**config.mk**
```make
export PLATFORM = sky130hd
export DESIGN_NAME = mem_fill_ctrl
export DESIGN_NICKNAME = d
export VERILOG_FILES = /design/src/rtl/mem_ctrl_pkg.sv /design/src/rtl/miss_arbiter.sv /design/src/rtl/mem_fill_ctrl.sv
export SDC_FILE = /design/constraint.sdc
export NUM_CORES = 1
export LEC_CHECK = 0
export CAP_MARGIN = 20
export CORE_UTILIZATION = 36
export DETAILED_ROUTE_END_ITERATION = 6
export PLACE_DENSITY_LB_ADDON = 0.3
export SETUP_SLACK_MARGIN = 0.05
export SLEW_MARGIN = 15
export SYNTH_ARGS = -nofsm -noshare
export SYNTH_HDL_FRONTEND = slang
export SYNTH_SLANG_ARGS = --single-unit
```
**constraint.sdc**
```tcl
create_clock -name clk -period 3.15 [get_ports clk]
set_input_delay 0.315 -clock clk [delete_from_list [all_inputs] [get_ports clk]]
set_output_delay 0.315 -clock clk [all_outputs]
set_load 0.02 [all_outputs]
```
**src/rtl/mem_ctrl_pkg.sv**
```systemverilog
// Shared types and constants for the cache block fill controller.
package mem_ctrl_pkg;

    localparam int          MEM_LAT_DEF = 4;
    localparam int          WORDS_DEF   = 8;
    localparam logic [15:0] BLOCK_MASK  = 16'hFFF0;

    typedef enum logic [1:0] {
        ST_IDLE  = 2'd0,
        ST_FILL  = 2'd1,
        ST_DRAIN = 2'd2,
        ST_DONE  = 2'd3
    } fill_state_e;

    typedef enum logic {
        OWN_D = 1'b0,
        OWN_I = 1'b1
    } owner_e;

    function automatic logic [15:0] block_base(input logic [15:0] addr);
        return addr & BLOCK_MASK;
    endfunction

    function automatic owner_e other_owner(input owner_e owner);
        return (owner == OWN_I) ? OWN_D : OWN_I;
    endfunction

endpackage

```
**src/rtl/miss_arbiter.sv**
```systemverilog
// Two-way round-robin grant between I- and D-cache miss requests.
module miss_arbiter
    import mem_ctrl_pkg::*;
(
    input  logic   i_en,
    input  logic   i_i_req,
    input  logic   i_d_req,
    input  owner_e i_favour,
    output logic   o_grant,
    output owner_e o_owner
);

    // Grant selection; a tie goes to the favoured requester.
    always_comb begin
        o_grant = 1'b0;
        o_owner = OWN_D;
        if (i_en) begin
            case ({i_d_req, i_i_req})
                2'b11: begin
                    o_grant = 1'b1;
                    o_owner = i_favour;
                end
                2'b10: begin
                    o_grant = 1'b1;
                    o_owner = OWN_D;
                end
                2'b01: begin
                    o_grant = 1'b1;
                    o_owner = OWN_I;
                end
                default: begin
                    o_grant = 1'b0;
                    o_owner = OWN_D;
                end
            endcase
        end else begin
            o_grant = 1'b0;
        end
    end

endmodule

```
**src/rtl/mem_fill_ctrl.sv**
```systemverilog
// Shared main-memory port: D-cache write-through stores and I/D block fills.
module mem_fill_ctrl
    import mem_ctrl_pkg::*;
#(
    parameter int MEM_LAT = MEM_LAT_DEF,
    parameter int WORDS   = WORDS_DEF
) (
    input  logic        clk,
    input  logic        rst_n,
    input  logic        i_miss,
    input  logic        d_miss,
    input  logic [15:0] i_miss_addr,
    input  logic [15:0] d_miss_addr,
    input  logic        d_wr_req,
    input  logic [15:0] d_wr_addr,
    input  logic [15:0] d_wr_data,
    output logic        d_wr_ack,
    output logic        mem_en,
    output logic        mem_wr,
    output logic [15:0] mem_addr,
    output logic [15:0] mem_wdata,
    input  logic        mem_rvalid,
    input  logic [15:0] mem_rdata,
    output logic [15:0] fill_data,
    output logic [2:0]  fill_idx,
    output logic        i_fill_we,
    output logic        d_fill_we,
    output logic        i_fill_done,
    output logic        d_fill_done,
    output logic        busy
);

    localparam int              CNT_W    = $clog2(WORDS) + 1;
    localparam logic [CNT_W-1:0] LAST_IDX = CNT_W'(WORDS - 1);
    localparam logic [CNT_W-1:0] FULL_CNT = CNT_W'(WORDS);

    // The block mask and 3-bit word index fix the geometry at 8 words.
    if (WORDS != 8 || MEM_LAT < 1) begin : g_param_check
        $error("mem_fill_ctrl: unsupported WORDS/MEM_LAT");
    end

    fill_state_e      r_state;
    fill_state_e      w_next_state;
    logic [15:0]      r_base;
    owner_e           r_owner;
    owner_e           r_favour;
    logic [CNT_W-1:0] r_icnt;
    logic [CNT_W-1:0] r_rcnt;
    logic             w_arb_en;
    logic             w_grant;
    owner_e           w_grant_owner;
    logic [15:0]      w_grant_addr;
    logic             w_rx;
    logic             w_rx_last;

    assign w_arb_en     = (r_state == ST_IDLE) && !d_wr_req;
    assign w_grant_addr = (w_grant_owner == OWN_I) ? i_miss_addr : d_miss_addr;
    assign w_rx_last    = w_rx && (r_rcnt == LAST_IDX);
    assign busy         = (r_state != ST_IDLE);

    miss_arbiter u_arb (
        .i_en     (w_arb_en),
        .i_i_req  (i_miss),
        .i_d_req  (d_miss),
        .i_favour (r_favour),
        .o_grant  (w_grant),
        .o_owner  (w_grant_owner)
    );

    // Next-state and memory-port/done-pulse decode.
    always_comb begin
        w_next_state = r_state;
        mem_en       = 1'b0;
        mem_wr       = 1'b0;
        mem_addr     = 16'h0000;
        mem_wdata    = 16'h0000;
        d_wr_ack     = 1'b0;
        i_fill_done  = 1'b0;
        d_fill_done  = 1'b0;
        case (r_state)
            ST_IDLE: begin
                // rst_n gate keeps the store path quiet while reset is held.
                if (rst_n && d_wr_req) begin
                    mem_en       = 1'b1;
                    mem_wr       = 1'b1;
                    mem_addr     = d_wr_addr;
                    mem_wdata    = d_wr_data;
                    d_wr_ack     = 1'b1;
                    w_next_state = ST_IDLE;
                end else if (w_grant) begin
                    w_next_state = ST_FILL;
                end else begin
                    w_next_state = ST_IDLE;
                end
            end
            ST_FILL: begin
                mem_en   = 1'b1;
                mem_addr = r_base + 16'({r_icnt, 1'b0});
                if (r_icnt == LAST_IDX) begin
                    w_next_state = ST_DRAIN;
                end else begin
                    w_next_state = ST_FILL;
                end
            end
            ST_DRAIN: begin
                if (w_rx_last || (r_rcnt == FULL_CNT)) begin
                    w_next_state = ST_DONE;
                end else begin
                    w_next_state = ST_DRAIN;
                end
            end
            ST_DONE: begin
                if (r_owner == OWN_I) begin
                    i_fill_done = 1'b1;
                end else begin
                    d_fill_done = 1'b1;
                end
                w_next_state = ST_IDLE;
            end
            default: begin
                w_next_state = ST_IDLE;
            end
        endcase
    end

    // Receive path: forward returned words to the owning cache's data array.
    always_comb begin
        w_rx      = 1'b0;
        fill_data = 16'h0000;
        fill_idx  = 3'd0;
        i_fill_we = 1'b0;
        d_fill_we = 1'b0;
        if ((r_state == ST_FILL || r_state == ST_DRAIN) && mem_rvalid && (r_rcnt < FULL_CNT)) begin
            w_rx      = 1'b1;
            fill_data = mem_rdata;
            fill_idx  = r_rcnt[2:0];
            if (r_owner == OWN_I) begin
                i_fill_we = 1'b1;
            end else begin
                d_fill_we = 1'b1;
            end
        end else begin
            w_rx = 1'b0;
        end
    end

    // State, block base, owner, counters and round-robin favour.
    always_ff @(posedge clk or negedge rst_n) begin
        if (!rst_n) begin
            r_state  <= ST_IDLE;
            r_base   <= 16'h0000;
            r_owner  <= OWN_D;
            r_favour <= OWN_D;
            r_icnt   <= {CNT_W{1'b0}};
            r_rcnt   <= {CNT_W{1'b0}};
        end else begin
            r_state <= w_next_state;
            if (w_grant) begin
                r_base  <= block_base(w_grant_addr);
                r_owner <= w_grant_owner;
                r_icnt  <= {CNT_W{1'b0}};
                r_rcnt  <= {CNT_W{1'b0}};
            end else begin
                if (r_state == ST_FILL) begin
                    r_icnt <= r_icnt + CNT_W'(1);
                end else begin
                    r_icnt <= r_icnt;
                end
                if (w_rx) begin
                    r_rcnt <= r_rcnt + CNT_W'(1);
                end else begin
                    r_rcnt <= r_rcnt;
                end
            end
            // After a fill the other cache wins the next tie.
            if (r_state == ST_DONE) begin
                r_favour <= other_owner(r_owner);
            end else begin
                r_favour <= r_favour;
            end
        end
    end

endmodule

```
==> results.sh <==
export IMPL_status="finished clean"
export IMPL_insertion_delay_ns=0.27
export IMPL_cts_root_buffer="clkbuf_8"
export IMPL_die_x_um=73.8
export IMPL_ys_flop_type="dfrtp_1"
export IMPL_clk_pin_slew_worst_paths_ns=0.09
export IMPL_synth_edff_count=0
export IMPL_wl_um=5080
export IMPL_synthSimpleGateAreaFrac_pct=27.9
export IMPL_use_met2_pct=32.4
export IMPL_yosysSeqAreaShare_pct=32.3
export IMPL_peakVddDrop_uv=289
export IMPL_synth_distinct_cells=34
export IMPL_cts_tree="done"
export IMPL_rows=25
export IMPL_worst_slack_ns=0.355
export IMPL_yosys_register_bits=24
export IMPL_whs_ns=0.426
export IMPL_async_reset_ff_share_pct=100
export IMPL_yosys_cell_count_top_type="and2_1"
export IMPL_grt_pass1_vias=1793
export IMPL_vias_per_cell=4.80
export IMPL_clock_skew_ns=0.00716
export IMPL_layout_nets=435
export IMPL_syn_nets=304
export IMPL_crit_path_max_fanout=24
export IMPL_globalRouteOverflowTotal=0
export IMPL_hold_violations=0
export IMPL_fillers=402
export IMPL_rsz0062_at_grt="false"
export IMPL_path_class="flip-flop to output port"
export IMPL_grt_busiest_layer="met2"
export IMPL_syn_area_um2=1860
export IMPL_tightest_slew_ns=0.728
export IMPL_powerDensity_nw_per_um2=476
export IMPL_post_cts_setup_buffers=0
export IMPL_slew_viol_final=0
export IMPL_synthMuxAreaShare_pct=8.08
export IMPL_cts_sinks=24
export IMPL_hold_path_class="input port to async pin"
export IMPL_synth_top_area_cell="dfrtp_1"
export IMPL_dieArea_um2=5450
export IMPL_critical_path_arrival_ns=2.48
export IMPL_end_kind="output port"
export IMPL_drt_pass1_iterations=4
export IMPL_core_um2=4850
export IMPL_die_h_um=73.8
export IMPL_syn_instance_count=209
export IMPL_setup_tns_ns=0
export IMPL_clk_path_buf_depth=2
export IMPL_cap_violations=0
export IMPL_synth_compound_area_share_pct=13.0
export IMPL_crit_path_start_kind="flip-flop"
export IMPL_fin_crit_sh_pct=88.7
export IMPL_start_util_pct=38.3
export IMPL_antenna_found_initial=0
export IMPL_synth_common_cells="and2_1 (39), dfrtp_1 (24), nand2_1 (19), mux2i_1 (15), a22o_1 (14)"
export IMPL_synth_top_family_by_area="simple AND/OR/NAND/NOR gates"
export IMPL_p_leak_uw=0.00138
export IMPL_drt_iter0_drc=44
export IMPL_cts_resized=0
export IMPL_ys_top_cells_by_area="dfrtp_1 (32%), and2_1 (13%), mux2i_1 (8.1%)"
export IMPL_syn_avg_cell_area_um2=8.89
export IMPL_remaining_drc_errors=0
export IMPL_wl_per_cell_um=12.5
export IMPL_slew_headroom_pct=51.4
export IMPL_use_met3_pct=4.94
export IMPL_vias=1950
export IMPL_antenna_cells=0
export IMPL_rrSetupSlack_ns=1.05
export IMPL_pre_cts_slack_ns=0.563
export IMPL_cts_buffers=3
export IMPL_setup_viol=0
export IMPL_htree_levels=1
export IMPL_ctsHoldBuffers=0
export IMPL_grt_total_usage_pct=18.8
export IMPL_gp_congestion=0.791
export IMPL_grt_max_degree=36
export IMPL_portBuffers=136
export IMPL_dp_hpwl_um=4180
export IMPL_fmax_mhz=358
export IMPL_yosys_warnings=0
export IMPL_grt_pass1_wl_um=7880
export IMPL_drive_gt1_share_pct=3.24
export IMPL_io_pins=145
export IMPL_min_period_ns=2.80
export IMPL_ant_nets=0
export IMPL_yosys_area_top_type_share_pct=32.3
export IMPL_synth_xor_area_share_pct=7.07
export IMPL_synthAdderAreaFrac_pct=6.06
export IMPL_required_ns=2.83
export IMPL_area_growth_syn_to_layout_pct=78.6
export IMPL_met1_usage_pct=22.5
-- cells in the final DEF, fill, tap and decap left out, drive strengths merged --
| cell type | synthesis | layout |
|---|---|---|
| ha | 9 | 9 |
| buf | 8 | 5 |
| xnor2 | 10 | 10 |
| clkbuf | 6 | 3 |
| nand2 | 19 | 19 |
| nand2b | 2 | 2 |
| nand3b | 2 | 2 |
| o21a | 2 | 2 |
| nor3 | 1 | 1 |
| and2b | 1 | 1 |
| nand3 | 4 | 4 |
| a21o | 1 | 1 |
| and4 | 2 | 2 |
| a22oi | 2 | 2 |
| or2 | 1 | 1 |
| and3 | 3 | 3 |
| nand4 | 4 | 4 |
| xor2 | 5 | 5 |
| mux2i | 15 | 15 |
| inv | 5 | 5 |
| nor2b | 3 | 3 |
| bufinv | 0 | 1 |
| nor2 | 9 | 9 |
| and2 | 39 | 39 |
| o21ai | 15 | 15 |
| and3b | 1 | 1 |
| o22ai | 1 | 1 |
| nor3b | 1 | 1 |
| dfrtp | 24 | 24 |
| clkdlybuf4s50 | 0 | 135 |
| a22o | 14 | 14 |
-- per-layer routing --
layer / part of all wire (%) / up-vias
li1: - / 971
met1: 42 / 867
met2: 47 / 103
met3: 9.7 / 9
met4: 1.6 / 0
met5: 0 / -
-- metrics by stage --
stage / total power (uW) / utilization (%) / instances / area, um2
global route: 1690 / 68.4 / 406 / 3320
finish: 1580 / 68.4 / 406 / 3320
global placement: 1300 / 67.0 / 402 / 3250
floorplan: 952 / - / 209 / 1860
detailed placement: 1330 / 67.0 / 402 / 3250
CTS: 1590 / 68.4 / 406 / 3320
-- path summary, 6_finish.rpt --
| check | start | end | depth (start not counted) |
|---|---|---|---|
| min in group clk | r_favour$_DFFE_PN0N_ | r_favour$_DFFE_PN0N_ | 2 |
| max reg2reg | r_state[0]$_DFF_PN0_ | r_base[13]$_DFFE_PN0P_ | 6 |
| max in group asynchronous | rst_n | r_rcnt[2]$_DFFE_PN0P_ | 2 |
| max | r_state[0]$_DFF_PN0_ | fill_data[10] | 5 |
| min reg2reg | r_favour$_DFFE_PN0N_ | r_favour$_DFFE_PN0N_ | 2 |
| min | rst_n | r_owner$_DFFE_PN0P_ | 2 |
-- critical path: stages (launching register included) --
cell and delay, ns:
dfrtp_1 0.42, inv_1 0.08, ha_1 0.29, and3b_1 0.58
and2_1 0.23, clkdlybuf4s50_1 0.62
-- logic make-up (layout without fill, tap and decap cells) --
family                   after synthesis  in the layout
AND/OR/NAND/NOR                       92             92
AO/OA/AOI/OAI                         35             35
flip-flops                            24             24
buffers and inverters                 19            149
XOR/XNOR                              15             15
multiplexers                          15             15
adder cells (fa/ha/maj)                9              9
-- cell type report --
cell class / instances / area (um2) / area share, %
Tap cell: 67 / 83.8 / 2.53
Clock inverter: 1 / 30.0 / 0.905
Timing Repair Buffer: 140 / 1390 / 41.9
Inverter: 5 / 18.8 / 0.566
Multi-Input combinational cell: 166 / 1150 / 34.8
Sequential cell: 24 / 601 / 18.1
Clock buffer: 3 / 41.3 / 1.24
-- sequential cells by signal, summed over array words and instances, names as in the netlist, named ones only --
signal and cells:
r_base 12, r_favour 1, r_icnt 4, r_owner 1, r_rcnt 4, r_state 1
-- report_power, final --
group          switching [uW]  leakage (uW)  internal, uW
Sequential                109      0.000309           398
Combinational             373       0.00103           431
Clock                    96.7     0.0000357           170
Total                     579       0.00138           999
Note: power is estimated with default switching activity, not from simulation.
